## src/rtl/sensor_monitor_ctrl_if.sv

```systemverilog
// -----------------------------------------------------------------------------
// sensor_monitor_ctrl_if
// Purpose : Bundles the supervisor-facing signals of the sensor monitoring
//           controller.
// Signals :
//   enable        monitoring enable, level (master -> slave)
//   sensors[3:0]  raw sensor vector (master -> slave)
//   ack           alarm acknowledge, one-cycle pulse (master -> slave)
//   alarm         sticky confirmed-fault flag (slave -> master)
//   fault_code    sensor snapshot from the tripping sample (slave -> master)
//   sample_strobe one-cycle pulse per sample taken (slave -> master)
//   active        high while monitoring (slave -> master)
// -----------------------------------------------------------------------------
interface sensor_monitor_ctrl_if;
    logic       enable;
    logic [3:0] sensors;
    logic       ack;
    logic       alarm;
    logic [3:0] fault_code;
    logic       sample_strobe;
    logic       active;

    modport master (
        output enable, sensors, ack,
        input  alarm, fault_code, sample_strobe, active
    );

    modport slave (
        input  enable, sensors, ack,
        output alarm, fault_code, sample_strobe, active
    );
endinterface

```

## src/rtl/sensor_monitor_ctrl.sv

```systemverilog
// -----------------------------------------------------------------------------
// sensor_monitor_ctrl
// Purpose : Periodic sampling controller for a 4-bit sensor array. Samples the
//           sensors every SAMPLE_DIV clocks while monitoring, evaluates the
//           sensor error function and raises a sticky alarm after CONFIRM_CNT
//           consecutive errored samples. The alarm holds until acknowledged.
// Ports   :
//   clk    system clock, rising edge
//   n_rst  asynchronous active-low reset
//   bus    sensor_monitor_ctrl_if.slave (enable, sensors, ack in;
//          alarm, fault_code, sample_strobe, active out, all registered)
// Parameters:
//   SAMPLE_DIV  clocks between samples (>= 2)
//   CONFIRM_CNT consecutive errored samples needed for alarm (>= 1)
// -----------------------------------------------------------------------------
module sensor_monitor_ctrl #(
    parameter int SAMPLE_DIV  = 16,
    parameter int CONFIRM_CNT = 3
) (
    input  logic                        clk,
    input  logic                        n_rst,
    sensor_monitor_ctrl_if.slave        bus
);

    localparam int TW = $clog2(SAMPLE_DIV);
    localparam int CW = $clog2(CONFIRM_CNT + 1);
    localparam logic [TW-1:0] TIMER_MAX = TW'(SAMPLE_DIV - 1);
    localparam logic [CW-1:0] COUNT_MAX = CW'(CONFIRM_CNT);

    typedef enum logic [1:0] {
        IDLE    = 2'd0,
        MONITOR = 2'd1,
        CONFIRM = 2'd2,
        ALARM   = 2'd3
    } state_t;

    state_t        state_q;
    logic [TW-1:0] timer_q;
    logic [CW-1:0] count_q;
    logic          alarm_q;
    logic [3:0]    fault_code_q;
    logic          strobe_q;
    logic          active_q;

    logic          monitoring;
    logic          tick;
    logic          err;
    logic [CW-1:0] count_inc;

    assign monitoring = (state_q == MONITOR) || (state_q == CONFIRM);
    assign tick       = monitoring && (timer_q == TIMER_MAX);
    assign err        = bus.sensors[0] | (bus.sensors[1] & (bus.sensors[2] | bus.sensors[3]));
    // Saturating increment so the counter can never wrap back below the threshold.
    assign count_inc  = (count_q >= COUNT_MAX) ? COUNT_MAX : count_q + 1'b1;

    always_ff @(posedge clk or negedge n_rst) begin
        if (!n_rst) begin
            state_q      <= IDLE;
            timer_q      <= '0;
            count_q      <= '0;
            alarm_q      <= 1'b0;
            fault_code_q <= 4'b0000;
            strobe_q     <= 1'b0;
            active_q     <= 1'b0;
        end else begin
            strobe_q <= 1'b0;
            case (state_q)
                IDLE: begin
                    timer_q <= '0;
                    count_q <= '0;
                    if (bus.enable) begin
                        state_q  <= MONITOR;
                        active_q <= 1'b1;
                    end
                end

                MONITOR, CONFIRM: begin
                    if (!bus.enable) begin
                        // Dropping enable wins over a coincident tick: no sample is taken.
                        state_q  <= IDLE;
                        timer_q  <= '0;
                        count_q  <= '0;
                        active_q <= 1'b0;
                    end else if (tick) begin
                        timer_q  <= '0;
                        strobe_q <= 1'b1;
                        if (err) begin
                            if (count_inc == COUNT_MAX) begin
                                // Alarm and snapshot land on the same edge that samples the fault.
                                state_q      <= ALARM;
                                count_q      <= '0;
                                alarm_q      <= 1'b1;
                                fault_code_q <= bus.sensors;
                                active_q     <= 1'b0;
                            end else begin
                                state_q <= CONFIRM;
                                count_q <= count_inc;
                            end
                        end else begin
                            state_q <= MONITOR;
                            count_q <= '0;
                        end
                    end else begin
                        timer_q <= timer_q + 1'b1;
                    end
                end

                ALARM: begin
                    timer_q <= '0;
                    count_q <= '0;
                    // Only ack releases the alarm; enable merely picks the exit state.
                    if (bus.ack) begin
                        alarm_q <= 1'b0;
                        if (bus.enable) begin
                            state_q  <= MONITOR;
                            active_q <= 1'b1;
                        end else begin
                            state_q  <= IDLE;
                            active_q <= 1'b0;
                        end
                    end
                end

                default: begin
                    state_q  <= IDLE;
                    timer_q  <= '0;
                    count_q  <= '0;
                    active_q <= 1'b0;
                end
            endcase
        end
    end

    assign bus.alarm         = alarm_q;
    assign bus.fault_code    = fault_code_q;
    assign bus.sample_strobe = strobe_q;
    assign bus.active        = active_q;

endmodule

```

## src/flat_wrapper.sv

```systemverilog
// flat-port wrapper written by rule: the top's interface ports become plain ports
module sensor_monitor_ctrl_flat 
#(
    parameter int SAMPLE_DIV  = 16,
    parameter int CONFIRM_CNT = 3
)
  (clk, n_rst, bus_enable, bus_sensors, bus_ack, bus_alarm, bus_fault_code, bus_sample_strobe, bus_active);
  sensor_monitor_ctrl_if bus_i ();
  input  logic clk;
  input  logic n_rst;
  input wire logic [$bits(bus_i.enable)-1:0] bus_enable;
  input wire logic [$bits(bus_i.sensors)-1:0] bus_sensors;
  input wire logic [$bits(bus_i.ack)-1:0] bus_ack;
  output wire logic [$bits(bus_i.alarm)-1:0] bus_alarm;
  output wire logic [$bits(bus_i.fault_code)-1:0] bus_fault_code;
  output wire logic [$bits(bus_i.sample_strobe)-1:0] bus_sample_strobe;
  output wire logic [$bits(bus_i.active)-1:0] bus_active;
  assign bus_i.enable = bus_enable;
  assign bus_i.sensors = bus_sensors;
  assign bus_i.ack = bus_ack;
  assign bus_alarm = bus_i.alarm;
  assign bus_fault_code = bus_i.fault_code;
  assign bus_sample_strobe = bus_i.sample_strobe;
  assign bus_active = bus_i.active;
  sensor_monitor_ctrl #(.SAMPLE_DIV(SAMPLE_DIV), .CONFIRM_CNT(CONFIRM_CNT)) u_core (.clk(clk), .n_rst(n_rst), .bus(bus_i));
endmodule
```

## config.mk

```make
export PLATFORM = sky130hd
export DESIGN_NAME = sensor_monitor_ctrl_flat
export DESIGN_NICKNAME = d
export VERILOG_FILES = /design/src/rtl/sensor_monitor_ctrl_if.sv /design/src/rtl/sensor_monitor_ctrl.sv /design/src/flat_wrapper.sv
export SDC_FILE = /design/constraint.sdc
export NUM_CORES = 1
export LEC_CHECK = 0
export CORE_ASPECT_RATIO = 0.8
export CORE_MARGIN = 2
export CORE_UTILIZATION = 25
export CTS_CLUSTER_SIZE = 16
export DETAILED_ROUTE_END_ITERATION = 8
export GPL_TIMING_DRIVEN = 0
export PLACE_DENSITY = 0.56
export RECOVER_POWER = 50
export SYNTH_ARGS = -nofsm -noshare
export SYNTH_HDL_FRONTEND = slang
export SYNTH_SLANG_ARGS = --single-unit
```

## constraint.sdc

```tcl
create_clock -name clk -period 1.9 [get_ports clk]
set_clock_uncertainty 0.2 [all_clocks]
set_input_delay 0.38 -clock clk [delete_from_list [all_inputs] [get_ports clk]]
set_output_delay 0.38 -clock clk [all_outputs]
set_load 0.02 [all_outputs]
```

==> results of run 1 <==
how the worst max path moves through the flow:
stage                            startpoint  cells after the start  slack (ns)                        to
after global routing      u_core.timer_q[0]                      5        0.03  u_core.bus.fault_code[0]
after floorplan           u_core.state_q[0]                      5        0.14  u_core.bus.fault_code[0]
final                     u_core.timer_q[0]                      5        0.10  u_core.bus.fault_code[2]
after CTS                 u_core.timer_q[0]                      5       0.002  u_core.bus.fault_code[2]
after global placement           bus_enable                      4       -0.24  u_core.bus.fault_code[2]
after detailed placement         bus_enable                      4       -0.26  u_core.bus.fault_code[2]
cell type report:
cell class / count / area share [%]
flip-flops and latches: 15 / 36.8
repair buffers: 15 / 14.7
well taps: 38 / 4.66
multi-input cells: 48 / 38.0
clock buffers: 4 / 4.41
inverters: 4 / 1.47
state kept, by name (all words and copies together) (netlist names):
| register | count |
|---|---|
| u_core.bus.active | 1 |
| u_core.state_q | 2 |
| u_core.count_q | 2 |
| u_core.bus.fault_code | 4 |
| u_core.bus.sample_strobe | 1 |
| u_core.timer_q | 4 |
| u_core.bus.alarm | 1 |
worst reg2reg max path, delay by kind of cell, from the launching register on:
kind | cells | cell delay [ns]
AND/OR/NAND/NOR | 2 | 0.41
AO/OA/AOI/OAI | 1 | 0.12
multiplexers | 1 | 0.35
adder cells (fa/ha/maj) | 1 | 0.23
flip-flops | 1 | 0.38
power groups by stage:
| stage | clock (W) | combinational, W | sequential [W] |
|---|---|---|---|
| after CTS | 0.000264 | 0.000259 | 0.000381 |
| after global placement | 0 | 0.000241 | 0.000385 |
| after global routing | 0.000281 | 0.000334 | 0.000384 |
| final | 0.000252 | 0.000300 | 0.000382 |
| after floorplan | 0 | 0.000150 | 0.000395 |
| after detailed placement | 0 | 0.000248 | 0.000387 |
cell families after synthesis:
kind of cell / count (synthesis) / synth area share (%)
AO/OA/AOI/OAI: 20 / 19.2
AND/OR/NAND/NOR: 19 / 14.2
flip-flops: 15 / 50.6
buffers and inverters: 4 / 2.02
multiplexers: 4 / 6.07
adder cells (fa/ha/maj): 4 / 6.75
XOR/XNOR: 1 / 1.18
routing by layer:
metal	global-route usage, %	vias to the layer above	share of wire, %
li1	-	284	-
met3	4.09	2	5.5
met4	6.38	0	1.8
met5	0	-	0
met2	16.2	20	46
met1	10.2	282	46
what timing repair did:
action / 4_1_cts / 5_1_grt
gates resized for setup: 3 / 5
gates cloned: 0 / 0
hold endpoints to repair: 0 / 0
endpoints found under the setup margin: 5 / 5
pin swaps: 0 / 1
buffers inserted: 0 / 1
cells in the mapped netlist:
| master | count |
|---|---|
| or4_1 | 1 |
| mux2_2 | 4 |
| and3_1 | 1 |
| o22a_1 | 1 |
| ha_1 | 4 |
| nor2_2 | 1 |
| a311oi_1 | 1 |
| inv_1 | 4 |
| and2_1 | 2 |
| a21o_1 | 1 |
| o21ai_2 | 1 |
| nor2_1 | 2 |
| o211ai_1 | 1 |
| a31oi_1 | 2 |
| o21a_1 | 1 |
| nand2_1 | 5 |
| xnor2_1 | 1 |
| o211ai_2 | 1 |
| and3_4 | 1 |
| o21ai_0 | 3 |
| o311ai_0 | 1 |
| dfrtp_1 | 15 |
| a211oi_1 | 1 |
| or3b_1 | 1 |
| nand2b_1 | 1 |
| a2bb2oi_1 | 1 |
| nor3_1 | 2 |
| o41ai_1 | 1 |
| a21oi_1 | 4 |
| nand3_1 | 2 |
through the flow:
stage	TNS [ns]	worst slack (ns)	hold slack (ns)	area (um^2)	total power (W)
2_1_floorplan	0	0.143	-0.116	742	0.000545
3_3_place_gp	-1.20	-0.243	0.259	930	0.000626
3_5_place_dp	-1.32	-0.258	0.270	930	0.000635
4_1_cts	0	0.00224	0.278	985	0.000904
5_1_grt	0	0.0255	0.300	1020	0.000999
6_report	0	0.103	0.288	1020	0.000934
==> impl_metrics.py, run 1 <==
metrics = {
    "status": {
        "status": "completed",
    },
    "place": {
        "dp_cells": 119,
        "gp_congestion": 0.778,
        "port_buffers": 14,
        "dp_hpwl_um": 1110,
    },
    "yosys": {
        "synthesis.area_um2": 742,
        "yosys_warnings": 0,
        "syn_inst": 67,
        "yosysTopAreaCell": "dfrtp_1",
        "syn_area_per_cell_um2": 11.1,
        "synth-seq-cells": 15,
        "ys_types": 30,
        "yosysSeqAreaShare_pct": 50.6,
        "synth_top_area_share_pct": 50.6,
        "synth_nets": 79,
        "synthTopCellsByArea": "dfrtp_1 (51%), ha_1 (6.7%), mux2_2 (6.1%)",
    },
    "clocking": {
        "cts_hold_buf": 0,
        "clk_latency_ns": 0.24,
        "cts_tree": "yes",
        "htreeDepth": 1,
        "clkSinkCount": 15,
        "clk_pin_slew_worst_paths_ns": 0.06,
        "cts_buffers": 3,
        "clock-root-buffer": "clkbuf_8",
        "clock_path_buffers": 2,
    },
    "min_path": {
        "hold-path-endpoint": "u_core.timer_q[0]",
        "hold_class": "flip-flop to flip-flop",
        "min_from": "u_core.timer_q[0]",
        "hold_depth": 1,
    },
    "setup_path": {
        "worst_path_max_delay_cell": "dfrtp_1",
        "crit_path_end_kind": "flip-flop",
        "crit_buf_inv": 0,
        "r2r_setup_slack_ns": 0.10,
        "cp-start-kind": "flip-flop",
        "crit_family": "simple AND/OR/NAND/NOR gates",
        "reg2regPathDepth": 5,
        "crit_chain": "ha_2, and3_4, o211ai_4, nor2_4, mux2_2",
        "rr_startpoint": "u_core.timer_q[0]",
        "worstPathRequired_ns": 1.83,
        "arrival_ns": 1.73,
        "cpPeakStageDelay_ns": 0.38,
        "cp_max_fo": 5,
        "path_class": "flip-flop to flip-flop",
        "crit-reg2reg-capture": "u_core.bus.fault_code[2]",
    },
    "finish": {
        "finalNetCount": 99,
        "final_common_cell": "dfrtp_1",
        "fill_cells": 276,
        "area_growth_pct": 37.6,
        "regArea_um2": 375,
        "multi_input_comb_area_um2": 388,
        "diodes": 0,
        "fin_util_pct": 36.6,
        "drive_gt1_share_pct": 17.4,
        "final_cell_count_no_fill": 124,
        "mostFrequentLayoutCells": "dfrtp_1 (15), clkdlybuf4s50_1 (12)",
    },
    "sta": {
        "fmax_mhz": 556,
        "finalHoldViolations": 0,
        "slew_viol_final": 0,
        "tightest_slew_ns": 0.668,
        "slew_headroom_pct": 55.3,
        "period_minus_slack_ns": 1.80,
        "rsz0062_at_grt": "false",
        "period_share_pct": 94.6,
        "setup_viol": 0,
    },
    "pwr": {
        "cell_internal_pwr_w": 0.000649,
        "power_frac_seq_pct": 40.9,
        "p_switching_w": 0.000285,
        "swShare_pct": 30.5,
        "cellLeakagePower_nw": 0.431,
        "max-vdd-ir-drop_mv": 0.356,
        "p_per_area_nw_per_um2": 915,
        "power.share.clock_pct": 27.0,
        "power_frac_comb_pct": 32.2,
    },
    "route": {
        "drt_pre_antenna_iters": 4,
        "wire_per_inst_um": 12.3,
        "drc": 0,
        "drt-total-wl_um": 1520,
        "viasPerCell": 4.74,
        "dr_total_vias": 588,
        "drt.antenna.violating_nets": 0,
        "drt_iter0_drc": 23,
    },
    "global_routing": {
        "gr-total-overflow": 0,
        "track_usage_pct": 9.74,
        "grt_pass1_vias": 562,
        "antenna_found_initial": 0,
        "grt_max_degree": 16,
        "grt_pass1_wl_um": 2410,
    },
    "floorplanning": {
        "coreArea_um2": 2790,
        "die_h_um": 52.7,
        "placement_rows": 17,
        "die_w_um": 64.9,
        "start_util_pct": 26.6,
        "io_pins": 15,
        "die-area_um2": 3420,
    },
    "run": {
        "maxCapViolations": 0,
    },
}
(Power assumes the default switching activity.)
==> run 2, diff against run 1 <==
--- a/config.mk
+++ b/config.mk
@@ -7,11 +7,11 @@
 export LEC_CHECK = 0
 export CORE_ASPECT_RATIO = 0.8
 export CORE_MARGIN = 2
-export CORE_UTILIZATION = 25
+export CORE_UTILIZATION = 45
 export CTS_CLUSTER_SIZE = 16
 export DETAILED_ROUTE_END_ITERATION = 8
 export GPL_TIMING_DRIVEN = 0
-export PLACE_DENSITY = 0.56
+export PLACE_DENSITY = 0.82
 export RECOVER_POWER = 50
 export SYNTH_ARGS = -nofsm -noshare
 export SYNTH_HDL_FRONTEND = slang
==> impl_metrics.py, run 2 (synthesized netlist as in run 1, its figures left out) <==
metrics = {
    "setup_path": {
        "crit_buf_inv": 1,
        "rr_startpoint": "u_core.timer_q[0]",
        "worst_path_max_delay_cell": "clkdlybuf4s50_1",
        "crit_family": "buffers and inverters",
        "path_class": "flip-flop to output pin",
        "crit_path_end_kind": "output pin",
        "crit_start": "u_core.bus.active",
        "worstPathRequired_ns": 1.32,
        "cp_max_fo": 2,
        "cp-start-kind": "flip-flop",
        "cpPeakStageDelay_ns": 0.61,
        "arrival_ns": 1.24,
        "crit_chain": "clkdlybuf4s50_1",
    },
    "place": {
        "port_buffers": 14,
        "dp_hpwl_um": 1090,
        "dp_slack_ns": -0.212,
        "gp_congestion": 0.826,
        "dp_cells": 103,
    },
    "clocking": {
        "clock-root-buffer": "clkbuf_4",
        "cts_tree": "yes",
        "clk_latency_ns": 0.28,
        "cts_buffers": 3,
        "clk_pin_slew_worst_paths_ns": 0.08,
        "htreeDepth": 1,
        "clock_path_buffers": 2,
        "clkSinkCount": 15,
    },
    "finish": {
        "multi_input_comb_area_um2": 378,
        "fill_cells": 140,
        "area_growth_pct": 32.4,
        "drive_gt1_share_pct": 18.4,
        "final_cell_count_no_fill": 109,
        "final_common_cell": "dfrtp_1",
        "regArea_um2": 375,
        "mostFrequentLayoutCells": "dfrtp_1 (15), clkdlybuf4s50_1 (11)",
        "diodes": 0,
        "fin_util_pct": 61.6,
        "finalNetCount": 100,
    },
    "pwr": {
        "cellLeakagePower_nw": 0.455,
        "max-vdd-ir-drop_mv": 0.709,
        "p_per_area_nw_per_um2": 859,
        "power.total_w": 0.000844,
    },
    "route": {
        "drt_iter0_drc": 11,
        "wire_per_inst_um": 13.7,
        "drt_pre_antenna_iters": 4,
        "viasPerCell": 5.50,
        "drt.antenna.violating_nets": 0,
        "drc": 0,
        "drt-total-wl_um": 1500,
        "dr_total_vias": 600,
    },
    "global_routing": {
        "grt_pass1_wl_um": 2500,
        "track_usage_pct": 18.2,
        "antenna_found_initial": 0,
        "grt_max_degree": 16,
        "gr-total-overflow": 0,
        "grt_pass1_vias": 542,
    },
    "floorplanning": {
        "die-area_um2": 1990,
        "coreArea_um2": 1590,
        "die_h_um": 40.3,
        "io_pins": 15,
        "start_util_pct": 46.5,
        "placement_rows": 13,
        "die_w_um": 49.4,
    },
    "sta": {
        "slew_viol_final": 0,
        "fmax_mhz": 549,
        "rsz0062_at_grt": "false",
        "slew_headroom_pct": 54.5,
        "period_share_pct": 95.8,
        "setup_ws_ns": 0.0790,
        "whs_ns": 0.275,
        "tightest_slew_ns": 0.680,
        "setup_viol": 0,
        "finalHoldViolations": 0,
        "period_minus_slack_ns": 1.82,
    },
    "status": {
        "status": "completed",
    },
    "min_path": {
        "min_from": "u_core.count_q[0]",
        "hold_class": "flip-flop to flip-flop",
    },
    "run": {
        "maxCapViolations": 0,
    },
}
-- run 2: cell count changes in the layout (fill, tap and decap cells not counted), sizes merged --
cell / before / now
dlymetal6s2s: 1 / 2
buf: 1 / 2
clkdlybuf4s50: 12 / 11
-- run 2: what timing repair did --
| action | CTS | global route |
|---|---|---|
| hold endpoints to repair | 0 | 0 |
| resized for setup | 2 | 6 |
| setup buffers | 0 | 2 |
| setup endpoints to repair | 5 | 8 |
| hold buffers | 0 | 0 |
| pin swaps | 0 | 1 |
-- run 2: final timing paths --
path	to	slack [ns]	depth (start not counted)
worst max register to register	u_core.bus.fault_code[1]	0.08	5
worst min-delay path	u_core.count_q[0]	0.28	1
max in group asynchronous	u_core.state_q[0]	0.69	1
worst max-delay path	bus_active	0.08	1
worst min register to register	u_core.count_q[0]	0.28	1
min in group asynchronous	u_core.bus.alarm	0.37	1
-- run 2: cell type report --
type	count	area share [%]
Tap cell	22	2.80
Sequential cell	15	38.2
Multi-Input combinational cell	48	38.5
Inverter	4	1.53
Clock buffer	4	2.68
Timing Repair Buffer	16	16.3
-- run 2: through the flow --
stage               setup TNS [ns]  instance area [um^2]
CTS                              0                   943
floorplan                        0                   742
global route                     0                   982
detailed placement           -1.06                   910
global placement            -0.937                   910
finish                           0                   982
-- run 2: report_power, final --
part	leakage (nW)	total (W)	switching, W	internal (W)
Sequential	0.203	0.000381	0.0000275	0.000354
Clock	0.0150	0.000176	0.0000944	0.0000814
Combinational	0.237	0.000287	0.000149	0.000137
Total	0.455	0.000844	0.000271	0.000573
-- run 2: metal layers --
layer  part of all wire, %  track usage [%]
met5                     0                0
met2                    51             32.1
met1                    44             20.5
met4                  0.67             6.25
met3                   4.3             7.84
==> run 3, diff against run 2 <==
--- a/config.mk
+++ b/config.mk
@@ -11,8 +11,10 @@
 export CTS_CLUSTER_SIZE = 16
 export DETAILED_ROUTE_END_ITERATION = 8
 export GPL_TIMING_DRIVEN = 0
+export HOLD_SLACK_MARGIN = 0.15
 export PLACE_DENSITY = 0.82
 export RECOVER_POWER = 50
+export SLEW_MARGIN = 15
 export SYNTH_ARGS = -nofsm -noshare
 export SYNTH_HDL_FRONTEND = slang
 export SYNTH_SLANG_ARGS = --single-unit
==> results of run 3 <==
The final DEF is identical to that of run 2; final timing and power are the same.
